==> config.mk <==
export PLATFORM = sky130hd
export DESIGN_NAME = sdram_rd_unpack
export DESIGN_NICKNAME = d
export VERILOG_FILES = /design/src/rtl/sdram_rd_unpack.sv
export SDC_FILE = /design/constraint.sdc
export NUM_CORES = 1
export LEC_CHECK = 0
export ABC_AREA = 1
export BUFFER_PORTS_ARGS = -buffer_cell sky130_fd_sc_hd__buf_2
export CAP_MARGIN = 40
export CORE_ASPECT_RATIO = 1.75
export CORE_MARGIN = 3
export CORE_UTILIZATION = 40
export DETAILED_ROUTE_END_ITERATION = 12
export REMOVE_ABC_BUFFERS = 1
export SLEW_MARGIN = 20
export SYNTH_ARGS = -nofsm -noshare
export SYNTH_HDL_FRONTEND = slang
export SYNTH_SLANG_ARGS = --single-unit
==> constraint.sdc <==
create_clock -name clk -period 6.3 [get_ports clk]
set_input_delay 1.26 -clock clk [delete_from_list [all_inputs] [get_ports clk]]
set_output_delay 1.26 -clock clk [all_outputs]
set_load 0.01 [all_outputs]
==> src/rtl/sdram_rd_unpack.sv <==
// Read-side byte serializer: buffers SDRAM read words in a FIFO and hands
// them to the UART transmitter one byte at a time, MSB first.
module sdram_rd_unpack #(
  parameter int unsigned DW         = 48,
  parameter int unsigned FIFO_DEPTH = 16,
  parameter int unsigned AW         = 4
) (
  input  logic          clk,
  input  logic          rst_n,
  input  logic [DW-1:0] sd_data,
  input  logic          sd_data_vld,
  input  logic          rdy,
  output logic [7:0]    dout,
  output logic          dout_vld,
  output logic [AW:0]   fifo_cnt,
  output logic          busy,
  output logic          ovf
);

  localparam int unsigned NB  = DW / 8;
  localparam int unsigned BCW = $clog2(NB + 1);

  typedef enum logic [1:0] {
    IDLE = 2'd0,
    SEND = 2'd1,
    GAP  = 2'd2
  } state_t;

  state_t          state_q, state_d;
  logic [DW-1:0]   mem [FIFO_DEPTH];
  logic [AW:0]     wr_ptr_q, wr_ptr_d;
  logic [AW:0]     rd_ptr_q, rd_ptr_d;
  logic [AW:0]     used;
  logic [DW-1:0]   shift_q, shift_d;
  logic [BCW-1:0]  bcnt_q, bcnt_d;
  logic            gap_q, gap_d;
  logic [7:0]      dout_d;
  logic            dout_vld_d;
  logic            busy_d;
  logic            full, empty, push, pop;

  // Occupancy from the extra-bit pointers; full is judged before any same-cycle pop
  assign used  = wr_ptr_q - rd_ptr_q;
  assign full  = (used == (AW+1)'(FIFO_DEPTH));
  assign empty = (used == '0);
  assign push  = sd_data_vld & ~full;

  // Word storage; no reset needed since occupancy is tracked by the pointers
  always_ff @(posedge clk) begin
    if (push) begin
      mem[wr_ptr_q[AW-1:0]] <= sd_data;
    end
  end

  // Next-state, datapath and output decode
  always_comb begin
    state_d    = state_q;
    shift_d    = shift_q;
    bcnt_d     = bcnt_q;
    gap_d      = gap_q;
    dout_d     = dout;
    dout_vld_d = 1'b0;
    pop        = 1'b0;

    unique case (state_q)
      IDLE: begin
        if (!empty) begin
          pop     = 1'b1;
          shift_d = mem[rd_ptr_q[AW-1:0]];
          bcnt_d  = '0;
          state_d = SEND;
        end
      end
      SEND: begin
        if (rdy) begin
          dout_d     = shift_q[DW-1 -: 8];
          dout_vld_d = 1'b1;
          shift_d    = {shift_q[DW-9:0], 8'h00};
          bcnt_d     = bcnt_q + BCW'(1);
          gap_d      = 1'b0;
          state_d    = GAP;
        end
      end
      GAP: begin
        // Two idle cycles give TX time to drop its registered rdy
        if (gap_q) begin
          gap_d   = 1'b0;
          state_d = (bcnt_q < BCW'(NB)) ? SEND : IDLE;
        end else begin
          gap_d = 1'b1;
        end
      end
      default: begin
        state_d = IDLE;
      end
    endcase

    wr_ptr_d = push ? (wr_ptr_q + (AW+1)'(1)) : wr_ptr_q;
    rd_ptr_d = pop  ? (rd_ptr_q + (AW+1)'(1)) : rd_ptr_q;
    busy_d   = (state_d != IDLE) || (wr_ptr_d != rd_ptr_d);
  end

  // State, datapath and registered outputs
  always_ff @(posedge clk or negedge rst_n) begin
    if (!rst_n) begin
      state_q  <= IDLE;
      shift_q  <= '0;
      bcnt_q   <= '0;
      gap_q    <= 1'b0;
      wr_ptr_q <= '0;
      rd_ptr_q <= '0;
      dout     <= '0;
      dout_vld <= 1'b0;
      fifo_cnt <= '0;
      busy     <= 1'b0;
      ovf      <= 1'b0;
    end else begin
      state_q  <= state_d;
      shift_q  <= shift_d;
      bcnt_q   <= bcnt_d;
      gap_q    <= gap_d;
      wr_ptr_q <= wr_ptr_d;
      rd_ptr_q <= rd_ptr_d;
      dout     <= dout_d;
      dout_vld <= dout_vld_d;
      fifo_cnt <= wr_ptr_d - rd_ptr_d;
      busy     <= busy_d;
      ovf      <= ovf | (sd_data_vld & full);
    end
  end

endmodule

Word-level counts from Yosys, hierarchy flattened
Memory sizes are Yosys's and may differ from the RTL's.
Cells that the tools add are included.
{"block": "totals", "ff_bits": 80, "ramBits": 768, "input_bits": 52, "output_inout_bits": 16, "word_cells": 59, "n_memories": 1}
{"name": "mem", "words": 16, "word_bits": 48, "rd": 1, "rd_clocked_by_memory_dff": 0, "write_ports": 1, "line": "30", "rtl": "logic [DW-1:0] mem [FIFO_DEPTH];"}
{"block": "classes", "add_sub_neg": 5, "magnitude_cmp": 1, "eq_ne": 6, "n_mux": 22, "bitwise": 4, "reduce_logical": 9}
{"op": "two-way mux 48 bit", "n": 2}
{"op": "case mux 48 bit (2 select lines)", "n": 1}
{"op": "adder 5 x 1 -> 5 bit (second input constant)", "n": 2}
{"op": "two-way mux 5 bit", "n": 2}
{"op": "subtractor 5 bit", "n": 2}
{"op": "two-way mux 1 bit", "n": 9}
{"op": "two-way mux 2 bit", "n": 3}
{"op": "two-way mux 3 bit", "n": 2}
{"op": "case mux 2 bit (3 select lines)", "n": 1}
{"op": "case mux 3 bit (2 select lines)", "n": 1}
{"op": "nonzero test 2 bit", "n": 3}
{"op": "equality test 5 bit (second input constant)", "n": 1}
{"op": "logical NOT 5 bit", "n": 1}
{"op": "inequality test 5 bit", "n": 1}
{"op": "inequality test 2 bit (second input constant)", "n": 2}
{"op": "AND reduction 2 bit", "n": 2}
{"op": "adder 3 x 1 -> 3 bit (second input constant)", "n": 1}
{"op": "less-than comparator 3 bit (second input constant)", "n": 1}
{"op": "AND reduction 3 bit", "n": 1}
{"op": "bitwise AND 1 bit", "n": 2}
{"op": "equality test 2 x 1 -> 1 bit (second input constant)", "n": 1}
{"op": "equality test 2 bit (second input constant)", "n": 1}
{"op": "logical NOT 2 bit", "n": 1}
{"op": "case mux 1 bit (2 select lines)", "n": 1}
{"op": "other kinds (3)", "n": 3}

Depth between registers and ports, before layout
{"block": "depth", "word_depth": 7, "depth_mapped": 22, "ltp_nobuf": 20}

Worst setup path before layout
OpenSTA, ideal clock, no wires.
{"block": "synth_timing", "path_kind": "register to register", "start": "register rd_ptr_q[2]", "end": "memory mem[11][0], enable pin", "setup_ns": 0.454, "t_arrival_ns": 4.163, "t_required_ns": 5.846, "slack_ns": 1.683, "stages_incl_launch_ff": 15, "path_buffers": 3, "synth_period_minus_slack_ns": 4.617, "cell_sequence": "dfrtp_1 -> clkbuf_1 -> inv_1 -> buf_2 -> buf_1 -> ha_1 -> nand2_1 -> inv_1 -> nand2_1 -> nand2_1 -> nand2_1 -> nand2_1 -> a21oi_2 -> nand2_1 -> nor2_1"}
{"block": "synth_via", "elab_chain_len": 6}
{"element": "start: declaration", "line": "32", "rtl": "logic [AW:0] rd_ptr_q, rd_ptr_d;"}
{"element": "start signal: assignment", "line": "123", "rtl": "rd_ptr_q <= rd_ptr_d;"}
{"element": "subtractor 5 bit", "line": "43", "rtl": "assign used = wr_ptr_q - rd_ptr_q;"}
{"element": "equality test 5 bit", "line": "44", "rtl": "assign full = (used == (AW+1)'(FIFO_DEPTH));"}
{"element": "inverter 1 bit", "line": "46", "rtl": "assign push = sd_data_vld & ~full;"}
{"element": "bitwise AND 1 bit", "line": "46"}
{"element": "two-way mux 1 bit", "line": "50", "rtl": "if (push) begin"}
{"element": "two-way mux 1 bit (implied by the code)", "line": "51", "rtl": "mem[wr_ptr_q[AW-1:0]] <= sd_data;"}
{"element": "end: declaration", "line": "30"}
Every way passes these cells.

Final worst setup path
{"block": "layout_timing", "start": "register rd_ptr_q[2]", "end": "memory mem[2][0], enable pin"}
Same word-level chain as after synthesis.

==> results.md <==
- Crit Path Class: reg2reg
- Critical Path Start Type: flop
- Rows: 140
- Cell area after synthesis: about 34000 sq um
- Hold path start: shift_q[45]
- First-pass GRT wire length: around 140 mm
- Int Pwr: 11400 uW
- Period Utilization, post-route: between 70% and 80%
- Final setup violation count: 0
- Port Buffers: 67
- Power, Total: 18400 uW
- Worst Clk Skew: around 27 ps
- Yosys cell types: 39
- DRT iter0 DRCs: 1895
- Logic gate share of total power: between 30% and 40%
- Primary FF master, synth: edfxtp_1
- Reg power frac: about 40%
- Final Wtd Congestion: 0.874
- Cts bufs inserted: 74
- Remaining global-route overflow: 0
- Final instance area: between 30000 and 40000 sq um
- Die X: between 200 and 250 um
- Cell taking the most area after synthesis: edfxtp_1
- ANT nets after route: 0
- Die height: between 300 and 400 um
- Vias post-DR: around 21000
- Vias in the first global route: roughly 22000
- CP Max Fanout: 46
- Clock Tree Buf Depth: 3
- LEAKAGE: between 0.01 and 0.015 uW
- Critical path origin: rd_ptr_q[2]
- Synth top cells by count: edfxtp_1, nor2_1, o21ai_0
- P&R area growth vs syn: 12.0%
- Clock sinks: about 850
- Min-delay worst type: reg2reg
- Sw Share: roughly two fifths
- Share of cells above drive strength 1: 10.1%
- Critical path arrival: slightly below 5000 ps
- Status: completed
- Final core occ: a little under half
- Initial Util: roughly 40%
- Area of the multi-input gates: slightly below 8000 sq um
- Area of the core: approximately 83000 sq um
- Top-Level Pins: just under 70
- Post-synth EDFFs: about 770
- RSZ-0062 raised after global routing: false
- Worst VDD drop: about 0.28 mV
- Post-cts resize count: 0
- Min cycle time layout: approximately 4700 ps
- CTS tree: built
- Fillers: approximately 7400
- Final non-filler cell total: 3755
- Placed Cells: between 3000 and 4000
- Gr usage total: a little over a fifth
- Max cap viols: 0
- Yosys top cell area share: 68.4%
- Clock power frac: between 20 and 25%
- Fin nets: between 2000 and 3000
- Final hold vios: 0
- Root buffer cell: clkbuf_16
- Clock-pin slew on the worst setup and hold paths: about 70 ps
- Gate Count Post-Synth: about 2600
- Reg-to-reg slack, setup: 1600 ps
- Synth top area cells: edfxtp_1, nor2_1, dfrtp_1
- WHS: 468 ps
- Vias per cell: 5.67
- Most common cell in the netlist: edfxtp_1
- Mapped Avg Cell Area: ~13 sq um
- Pin count of the biggest net entering global routing: 98
- Post-DP HPWL: between 50 and 60 mm
- # DRC: 0
- Slew Limit Fails: 0
- Slew HR: 42.2%
- Setup bufs post-CTS: 0
- Later-pin clock latency in the skew report: approximately 660 ps
- Critical path endpoint category: flop
- Pwr dens: approximately 490 nW/um^2
- Critical Path RT: roughly 6600 ps
- Synthesis-stage register bit count: between 800 and 900
- Worst-Margin Slew: ~870 ps
- Max H-tree Level: 3
- Post-CTS Hold Fix Bufs: 0
- Yosys warning count: 0
- Die area: just under 90000 sq um
- Register area: about 25000 sq um
- DRT Wirelength: around 92 mm
- FMAX: between 200 and 250 MHz
- Post-DP Area: approximately 35000 sq um
- Seq/Total Area, Yosys: 74.3%
- Wire per inst: 24.5 um
- Reg2reg start: rd_ptr_q[2]
- Initial antenna violation count: 5
- DR pass1 iterations: 6
- Post-synth ARST share: around a tenth
- Psw: around 7100 uW
==> power groups by stage <==
stage	registers, uW	logic [uW]	clock network (uW)
after detailed placement	7480	6460	0
after CTS	7360	6480	4670
after floorplan	7720	3700	0
final	7370	6490	4590
after global placement	7470	6260	0
after global routing	7430	7130	4880
==> cells in the final DEF (no fill, tap or decap), types with 2 or more instances in the layout <==
cell type / n
edfxtp_1: 768
nor2_1: 529
o21ai_0: 372
nand2_1: 164
nand3_1: 144
o211ai_1: 135
dfrtp_1: 76
clkbuf_16: 76
buf_2: 67
o221ai_1: 40
inv_1: 38
buf_4: 37
o21ai_1: 23
a21oi_1: 21
clkbuf_1: 19
o22ai_1: 16
o32ai_1: 16
nor2_4: 16
clkinv_2: 14
ha_1: 14
buf_12: 12
xor2_1: 11
clkinv_1: 10
o311ai_0: 8
bufinv_16: 7
o21ai_2: 6
o311ai_1: 6
or2_2: 5
inv_2: 5
clkbuf_8: 5
buf_16: 5
inv_6: 3
dfrtp_4: 3
diode_2: 2
nand2_4: 2
clkinvlp_4: 2
==> flip-flops by register name, summed over array words and instances (netlist names) <==
signal	count
shift_q	48
gap_q	1
ovf	1
dout	8
state_q	2
rd_ptr_q	5
dout_vld	1
busy	1
fifo_cnt	5
bcnt_q	3
wr_ptr_q	5
mem	768
==> area by class of cell <==
type	count	area share, %
sequential	848	66.4
multi-input combinational	1537	20.6
clock buffer	100	5.40
tap	1065	3.53
timing repair buffer	121	2.62
clock inverter	35	1.01
inverter	47	0.490
antenna	2	0.0132
==> per-stage QoR <==
stage | setup TNS [ps] | worst slack (ps)
finish | 0 | 1600
global placement | 0 | 1580
detailed placement | 0 | 1690
floorplan | -2912900 | -6560
CTS | 0 | 1670
global route | 0 | 1380
==> critical path: stages, from the launching register on <==
cell,delay [ps]
dfrtp_4,840
inv_2,470
ha_1,500
nand2_1,120
inv_1,50
nand2_1,100
nand2_1,80
nand2_1,70
nand2_1,70
a21oi_2,380
nand2_1,370
nor2_4,600
buf_4,610
==> path summary, 6_finish.rpt <==
check,endpoint,cells after the start
setup reg to reg,mem[2][0],12
setup / recovery,mem[2][0],12
max in group asynchronous,shift_q[5],2
hold / removal,dout[5],2
hold reg to reg,dout[5],2
min in group asynchronous,dout[3],1
==> metal layers <==
metal | up-vias | global-route usage, % | share of wire (%)
li1 | 9622 | - | -
met1 | 10700 | 24.9 | 38
met2 | 776 | 37.3 | 53
met3 | 168 | 3.21 | 5.7
met4 | 8 | 9.18 | 4.1
met5 | - | 0 | 0.055
==> kinds of logic after synthesis <==
kind of cell | synth area share [%]
AOI/OAI and AO/OA | 11.5
xor gates and xnor gates | 0.312
adders and majority gates | 0.579
buffers and inverters | 3.01
DFF | 74.3
and+or+nand+nor | 10.3
No activity file was read; power rests on OpenSTA's default activity.
